--- src/rtl/data_mem_access_if.sv ---
// Data memory bus interface.
// Carries the word-addressed request/acknowledge bus between the access unit
// (master) and the memory or bus fabric (slave).
//   bus_req   master->slave  request active; qualifies all other master signals
//   bus_we    master->slave  store when 1, load when 0
//   bus_addr  master->slave  word address, low two bits always 0
//   bus_wdata master->slave  store data replicated across byte lanes
//   bus_be    master->slave  byte enables (also used for loads)
//   bus_ack   slave->master  request completes this cycle
//   bus_rdata slave->master  read word, valid with bus_ack
// Handshake: a request is held unchanged from the first cycle bus_req=1 up to
// and including the cycle in which bus_ack=1; bus_ack while bus_req=0 has no
// effect, and bus_we/bus_be are 0 whenever bus_req=0.
interface data_mem_access_if;
  logic        bus_req;
  logic        bus_we;
  logic [31:0] bus_addr;
  logic [31:0] bus_wdata;
  logic [3:0]  bus_be;
  logic        bus_ack;
  logic [31:0] bus_rdata;

  modport master (
    output bus_req, bus_we, bus_addr, bus_wdata, bus_be,
    input  bus_ack, bus_rdata
  );

  modport slave (
    input  bus_req, bus_we, bus_addr, bus_wdata, bus_be,
    output bus_ack, bus_rdata
  );
endinterface

--- src/rtl/data_mem_access.sv ---
// Data memory access unit.
// Accepts one load/store from the pipeline, checks alignment, issues a single
// word bus request with byte enables, formats the load result and reports
// completion with a one-cycle done pulse (with fault for aborted accesses).
// Ports:
//   clk, rst        clock, synchronous active-high reset
//   start           pipeline presents an access this cycle
//   memWrite        access is a store (wins when memRead is also set)
//   memRead         access is a load
//   dataMemoryType  000 word, 001 half, 010 half unsigned, 011 byte,
//                   100 byte unsigned, 101..111 word
//   addr, wdata     byte address and store data (value in low bits)
//   stall           freeze upstream pipeline
//   done            one-cycle completion pulse
//   rdata           formatted load data (0 for stores and faults), with done
//   fault           with done: access aborted
//   fault_cause     0 misaligned, 1 bus timeout; valid with fault
//   dbg_state       current FSM state encoding
//   bus             master side of the data memory bus
module data_mem_access #(
  parameter int TIMEOUT_CYCLES = 255
) (
  input  logic                   clk,
  input  logic                   rst,
  input  logic                   start,
  input  logic                   memWrite,
  input  logic                   memRead,
  input  logic [2:0]             dataMemoryType,
  input  logic [31:0]            addr,
  input  logic [31:0]            wdata,
  output logic                   stall,
  output logic                   done,
  output logic [31:0]            rdata,
  output logic                   fault,
  output logic                   fault_cause,
  output logic [1:0]             dbg_state,
  data_mem_access_if.master      bus
);

  typedef enum logic [1:0] {
    IDLE  = 2'd0,
    BUS   = 2'd1,
    DONE  = 2'd2,
    FAULT = 2'd3
  } state_t;

  // Access size encoding held while the access is in flight.
  localparam logic [1:0] SZ_WORD = 2'd0;
  localparam logic [1:0] SZ_HALF = 2'd1;
  localparam logic [1:0] SZ_BYTE = 2'd2;

  // Timeout fires when the counter already holds TIMEOUT_CYCLES-1 and another
  // cycle passes without ack, giving exactly TIMEOUT_CYCLES request cycles.
  localparam logic [7:0] TO_LAST = 8'(TIMEOUT_CYCLES - 1);

  state_t      state;
  logic [7:0]  wait_cnt;
  logic [31:0] addr_q;
  logic [31:0] wdata_q;
  logic [3:0]  be_q;
  logic        we_q;
  logic [1:0]  size_q;
  logic        uns_q;
  logic        cause_q;
  logic [31:0] rdata_q;

  // Decode of the presented access.
  logic        accept;
  logic [1:0]  size_n;
  logic        uns_n;
  logic        misaligned;
  logic [3:0]  be_n;
  logic [31:0] wdata_n;

  always_comb begin
    size_n  = SZ_WORD;
    uns_n   = 1'b0;
    case (dataMemoryType)
      3'b001: size_n = SZ_HALF;
      3'b010: begin size_n = SZ_HALF; uns_n = 1'b1; end
      3'b011: size_n = SZ_BYTE;
      3'b100: begin size_n = SZ_BYTE; uns_n = 1'b1; end
      default: size_n = SZ_WORD;
    endcase

    misaligned = 1'b0;
    be_n       = 4'b1111;
    wdata_n    = wdata;
    case (size_n)
      SZ_HALF: begin
        misaligned = addr[0];
        be_n       = 4'b0011 << {addr[1], 1'b0};
        wdata_n    = {2{wdata[15:0]}};
      end
      SZ_BYTE: begin
        be_n    = 4'b0001 << addr[1:0];
        wdata_n = {4{wdata[7:0]}};
      end
      default: begin
        misaligned = |addr[1:0];
      end
    endcase

    // rst is checked here too so a reset cycle never reports an accept stall.
    accept = !rst && (state == IDLE) && start && (memRead || memWrite);
  end

  // Load formatting: shift the addressed lane down, then extend.
  logic [31:0] lane_word;
  logic [31:0] load_fmt;

  always_comb begin
    lane_word = bus.bus_rdata >> {addr_q[1:0], 3'b000};
    case (size_q)
      SZ_HALF: load_fmt = uns_q ? {16'h0000, lane_word[15:0]}
                                : {{16{lane_word[15]}}, lane_word[15:0]};
      SZ_BYTE: load_fmt = uns_q ? {24'h000000, lane_word[7:0]}
                                : {{24{lane_word[7]}}, lane_word[7:0]};
      default: load_fmt = bus.bus_rdata;
    endcase
  end

  always_ff @(posedge clk) begin
    if (rst) begin
      state    <= IDLE;
      wait_cnt <= 8'd0;
      addr_q   <= 32'd0;
      wdata_q  <= 32'd0;
      be_q     <= 4'd0;
      we_q     <= 1'b0;
      size_q   <= SZ_WORD;
      uns_q    <= 1'b0;
      cause_q  <= 1'b0;
      rdata_q  <= 32'd0;
    end else begin
      case (state)
        IDLE: begin
          if (accept) begin
            addr_q   <= addr;
            wdata_q  <= wdata_n;
            be_q     <= be_n;
            we_q     <= memWrite;
            size_q   <= size_n;
            uns_q    <= uns_n;
            wait_cnt <= 8'd0;
            cause_q  <= 1'b0;
            rdata_q  <= 32'd0;
            state    <= misaligned ? FAULT : BUS;
          end
        end
        BUS: begin
          // Ack wins over a timeout reached in the same cycle.
          if (bus.bus_ack) begin
            rdata_q <= we_q ? 32'd0 : load_fmt;
            state   <= DONE;
          end else if (wait_cnt == TO_LAST) begin
            cause_q <= 1'b1;
            state   <= FAULT;
          end else begin
            wait_cnt <= wait_cnt + 8'd1;
          end
        end
        DONE:    state <= IDLE;
        FAULT:   state <= IDLE;
        default: state <= IDLE;
      endcase
    end
  end

  // Outputs are decoded from the registered state and latched fields only,
  // except stall, which must also cover the combinational accept cycle.
  always_comb begin
    stall         = accept || (state == BUS);
    done          = (state == DONE) || (state == FAULT);
    fault         = (state == FAULT);
    fault_cause   = (state == FAULT) ? cause_q : 1'b0;
    rdata         = (state == DONE) ? rdata_q : 32'd0;
    dbg_state     = state;
    bus.bus_req   = (state == BUS);
    bus.bus_we    = (state == BUS) ? we_q    : 1'b0;
    bus.bus_addr  = (state == BUS) ? {addr_q[31:2], 2'b00} : 32'd0;
    bus.bus_wdata = (state == BUS) ? wdata_q : 32'd0;
    bus.bus_be    = (state == BUS) ? be_q    : 4'd0;
  end

endmodule

--- src/flat_wrapper.sv ---
// flat-port wrapper written by rule: the top's interface ports become plain ports
module data_mem_access_flat 
#(
  parameter int TIMEOUT_CYCLES = 255
)
  (clk, rst, start, memWrite, memRead, dataMemoryType, addr, wdata, stall, done, rdata, fault, fault_cause, dbg_state, bus_bus_req, bus_bus_we, bus_bus_addr, bus_bus_wdata, bus_bus_be, bus_bus_ack, bus_bus_rdata);
  data_mem_access_if bus_i ();
  input  logic clk;
  input  logic rst;
  input  logic start;
  input  logic memWrite;
  input  logic memRead;
  input  logic [2:0] dataMemoryType;
  input  logic [31:0] addr;
  input  logic [31:0] wdata;
  output logic stall;
  output logic done;
  output logic [31:0] rdata;
  output logic fault;
  output logic fault_cause;
  output logic [1:0] dbg_state;
  output wire logic [$bits(bus_i.bus_req)-1:0] bus_bus_req;
  output wire logic [$bits(bus_i.bus_we)-1:0] bus_bus_we;
  output wire logic [$bits(bus_i.bus_addr)-1:0] bus_bus_addr;
  output wire logic [$bits(bus_i.bus_wdata)-1:0] bus_bus_wdata;
  output wire logic [$bits(bus_i.bus_be)-1:0] bus_bus_be;
  input wire logic [$bits(bus_i.bus_ack)-1:0] bus_bus_ack;
  input wire logic [$bits(bus_i.bus_rdata)-1:0] bus_bus_rdata;
  assign bus_bus_req = bus_i.bus_req;
  assign bus_bus_we = bus_i.bus_we;
  assign bus_bus_addr = bus_i.bus_addr;
  assign bus_bus_wdata = bus_i.bus_wdata;
  assign bus_bus_be = bus_i.bus_be;
  assign bus_i.bus_ack = bus_bus_ack;
  assign bus_i.bus_rdata = bus_bus_rdata;
  data_mem_access #(.TIMEOUT_CYCLES(TIMEOUT_CYCLES)) u_core (.clk(clk), .rst(rst), .start(start), .memWrite(memWrite), .memRead(memRead), .dataMemoryType(dataMemoryType), .addr(addr), .wdata(wdata), .stall(stall), .done(done), .rdata(rdata), .fault(fault), .fault_cause(fault_cause), .dbg_state(dbg_state), .bus(bus_i));
endmodule
--- config.mk ---
export PLATFORM = sky130hd
export DESIGN_NAME = data_mem_access_flat
export DESIGN_NICKNAME = d
export VERILOG_FILES = /design/src/rtl/data_mem_access_if.sv /design/src/rtl/data_mem_access.sv /design/src/flat_wrapper.sv
export SDC_FILE = /design/constraint.sdc
export NUM_CORES = 1
export LEC_CHECK = 0
export BUFFER_PORTS_ARGS = -buffer_cell sky130_fd_sc_hd__buf_2
export CAP_MARGIN = 5
export CORE_ASPECT_RATIO = 1.4
export CORE_UTILIZATION = 45
export DETAILED_ROUTE_END_ITERATION = 8
export PLACE_DENSITY = 0.75
export SYNTH_ARGS = -nofsm -noshare
export SYNTH_HDL_FRONTEND = slang
export SYNTH_SLANG_ARGS = --single-unit
--- constraint.sdc ---
create_clock -name clk -period 2 [get_ports clk]
set_input_delay 0.2 -clock clk [delete_from_list [all_inputs] [get_ports clk]]
set_output_delay 0.2 -clock clk [all_outputs]
set_load 0.03 [all_outputs]
==> flow_summary.json <==
{
  "vias_per_cell": 5.61,
  "worstHoldPathCells": 3,
  "timing.setup.critical_path_class": "reg2out",
  "endpoints_failing_hold": 0,
  "drt_first_iter_violations": 255,
  "seq_power_share_pct": 38.6,
  "ctsHtreeMaxLevel": 4,
  "clk_pin_slew_ns": 0.06,
  "totalNegativeSetupSlack_ns": 0,
  "ys_seq_elements": 115,
  "critical_path.n_buffers_inverters": 1,
  "number_of_buffers_added_by_the_clock_tree_synthesis_step": 17,
  "power.density_nw_per_um2": 820,
  "timing.critical_path.to_type": "primary output",
  "n_antenna_cell": 0,
  "class_of_the_tightest_hold_or_removal_check": "in2reg",
  "grt_pass1_vias": 5813,
  "yosys_most_used_dff": "dfxtp_1",
  "syn_area_per_cell_um2": 7.83,
  "worstSetupPathDepth": 4,
  "netlist_instances": 744,
  "area_growth_from_synthesis_to_layout_pct": 35.7,
  "fin_cells": 1120,
  "ys_seq_area_share_pct": 39.5,
  "detail_route.wl_per_cell_um": 16.4,
  "setup_viol": 0,
  "critPathLaunchType": "register",
  "drt-pass1-iter-count": 7,
  "cap_viol_max_count": 0,
  "boundaryPins": 213,
  "critPathMaxStageDelay_ns": 0.38,
  "finalWirelength_um": 18300,
  "outcome": "complete, but fails checks",
  "min_period_ns": 1.91,
  "cp_top_family": "simple AND/OR/NAND/NOR gates",
  "drcViolationCount": 15,
  "detailedPlace.worstSlack_ns": 0.0534,
  "worst_slew_pin_slew_ns": 0.719,
  "design.core.area_um2": 12500,
  "start_util_pct": 46.6,
  "crit-reg2reg-launch": "u_core.dbg_state[1]",
  "timing.critical_path.required_ns": 1.80,
  "power_frac_clock_pct": 46.8,
  "fp.dieArea_um2": 13400,
  "gpl.final_weighted_congestion": 0.855,
  "final_net_count": 1069,
  "antenna_violations_before_repair": 0,
  "power.internal_w": 0.00466,
  "max_freq_mhz": 525,
  "max_slew_margin_pct": 52.1,
  "peakVddDrop_v": 0.000587,
  "edff_count_synth": 0,
  "timing.final.ws_setup_ns": 0.0943,
  "dp_cells": 1062,
  "worstSetupStartpoint": "u_core.dbg_state[1]",
  "std_cell_rows": 48,
  "insertion_delay_ns": 0.41,
  "hold_path.startpoint": "addr[16]",
  "ff2ff_path_depth": 4,
  "critPathSlowestCell": "or3_4",
  "p_leak_nw": 3.84,
  "post_synth_num_cell_types": 49,
  "synthesis.area_um2": 5820,
  "switching_share_pct": 28.1,
  "num-fill-cells": 1138,
  "violated_checks": "DRC",
  "power.share.combinational_pct": 14.6,
  "netSwitchingPower_w": 0.00182,
  "synth-warning-count": 0,
  "unrepaired_setup_endpoints_after_global_routing": "false",
  "cts_buffer_depth": 2,
  "path_cells": "or2_4 -> or3_4 -> nand2_1 -> buf_4",
  "clockRootBuffer": "clkbuf_16",
  "placement.io_buffers": 210,
  "clkSinkCount": 115,
  "final_min_period_over_clock_period_pct": 95.3,
  "slew_violations": 0,
  "timing.hold.ws_ns": 0.00471,
  "place_hpwl_um": 12200,
  "drive_gt1_share_pct": 30.7,
  "pin_count_of_the_biggest_net_entering_global_routing": 85,
  "die_width_um": 98.2,
  "aggregate_global_route_resource_usage_pct": 27.1,
  "antenna_violating_nets_post_route": 0,
  "die_height_um": 137,
  "post_cts_repair_timing_setup_buffer_count": 0,
  "fin_worst_skew_ns": 0.00754,
  "tritoncts_clock_tree": "done",
  "crit_fanout": 6,
  "detailroute.via_count": 6283,
  "grt_overflow_total": 0,
  "proportion_of_synthesized_flip_flops_having_asynchronous_set_or_reset_pct": 0,
  "grt_first_pass_wirelength_um": 28900,
  "critPathArrivalTime_ns": 1.71
}
## cell families (layout without fill, tap and decap cells)
| kind of cell | Yosys count | count (layout) | synth area share (%) |
|---|---|---|---|
| adders and majority gates | 7 | 7 | 1.50 |
| and+or+nand+nor | 308 | 308 | 27.4 |
| buffers and inverters | 88 | 313 | 6.23 |
| DFF | 115 | 115 | 39.5 |
| other | 1 | 2 | 0.0644 |
| muxes | 9 | 9 | 1.76 |
| xor gates and xnor gates | 2 | 2 | 0.301 |
| AOI/OAI and AO/OA | 214 | 214 | 23.2 |
## path summary, 6_finish.rpt
check	to	slack (ns)
setup / recovery	stall	0.09
hold / removal	u_core.addr_q[16]	0.005
setup reg to reg	u_core.rdata_q[16]	0.17
hold reg to reg	u_core.rdata_q[0]	0.45
## cells in the final DEF (no fill, tap or decap), drive strengths merged, types with 7 or more instances in the layout
master and n:
clkbuf 17, mux2i 8, dfxtp 115, a22oi 18, nand3 32, o2bb2ai 8
or4 7, dlygate4sd3 26, o21ai 112, a221o 8, o31ai 14, nand2 112
a211o 7, nor2b 8, buf 241, nor2 22, a32oi 7, and3 100
inv 19, a21oi 32, nor3b 9, ha 7
## flip-flops by register name, indices dropped and copies added, names as in the netlist
register	flops
u_core.be_q	4
u_core.rdata_q	32
u_core.size_q	2
u_core.cause_q	1
u_core.uns_q	1
u_core.dbg_state	2
u_core.addr_q	32
u_core.wdata_q	32
u_core.wait_cnt	8
u_core.we_q	1
## Yosys cell counts (2+ instances only)
cell,count,area (um2)
dfxtp_1,115,2300
nand2_1,112,420
o21ai_0,102,510
and3_1,100,626
clkbuf_1,52,195
a21oi_1,32,160
nand3_1,32,160
nor2_1,22,82.6
a22oi_1,18,135
o31ai_1,14,105
inv_1,11,41.3
o21ai_2,10,87.6
buf_1,9,33.8
a221o_1,8,80.1
buf_2,8,40.0
mux2i_1,8,80.1
nor2b_1,8,50.1
nor3b_1,8,60.1
o2bb2ai_1,8,70.1
a211o_1,7,61.3
a32oi_1,7,61.3
ha_1,7,87.6
or4_1,7,52.6
buf_4,4,30.0
nand2b_1,4,25.0
nor3_1,3,15.0
or3_1,3,18.8
a311oi_1,2,17.5
clkinv_1,2,7.51
nand4_1,2,12.5
## power by group through the flow
stage	sequential (W)	clock (W)	combinational, W
final	0.00250	0.00304	0.000947
after floorplan	0.00252	0	0.000570
after global placement	0.00254	0	0.000882
after detailed placement	0.00255	0	0.000893
after global routing	0.00252	0.00322	0.00104
after CTS	0.00250	0.00308	0.000938
## worst min-delay path, cell delays in order
cell and delay (ns):
buf_2 0.08, nand2_1 0.04, o21ai_0 0.05
## through the flow
step | instance area, um2 | util, % | power [W]
floorplan | 5830 | - | 0.00309
global placement | 7030 | 56.3 | 0.00343
detailed placement | 7030 | 56.3 | 0.00344
CTS | 7900 | 63.3 | 0.00652
global route | 7910 | 63.3 | 0.00677
finish | 7910 | 63.3 | 0.00649
## repair_timing
item	in CTS	in global routing
hold endpoints to repair	26	0
resized for setup	3	1
setup endpoints to repair	3	1
hold buffers	26	0
## per-layer routing
| metal | GRT usage, % | vias to the layer above | wire length [um] |
|---|---|---|---|
| met1 | 32.2 | 2907 | 7480 |
| met2 | 47.4 | 243 | 9210 |
| li1 | - | 3101 | - |
| met5 | 0 | - | 0 |
| met4 | 10.5 | 0 | 418 |
| met3 | 6.23 | 32 | 1210 |
## area by class of cell
cell class	count	area (um2)	area share, %
multi-input combinational	542	3190	40.4
sequential	115	2300	29.1
timing repair buffer	267	1570	19.9
clock buffer	17	425	5.38
tap	150	188	2.37
clock inverter	15	173	2.18
inverter	14	52.6	0.665
Note: power is estimated with default switching activity, not from simulation.
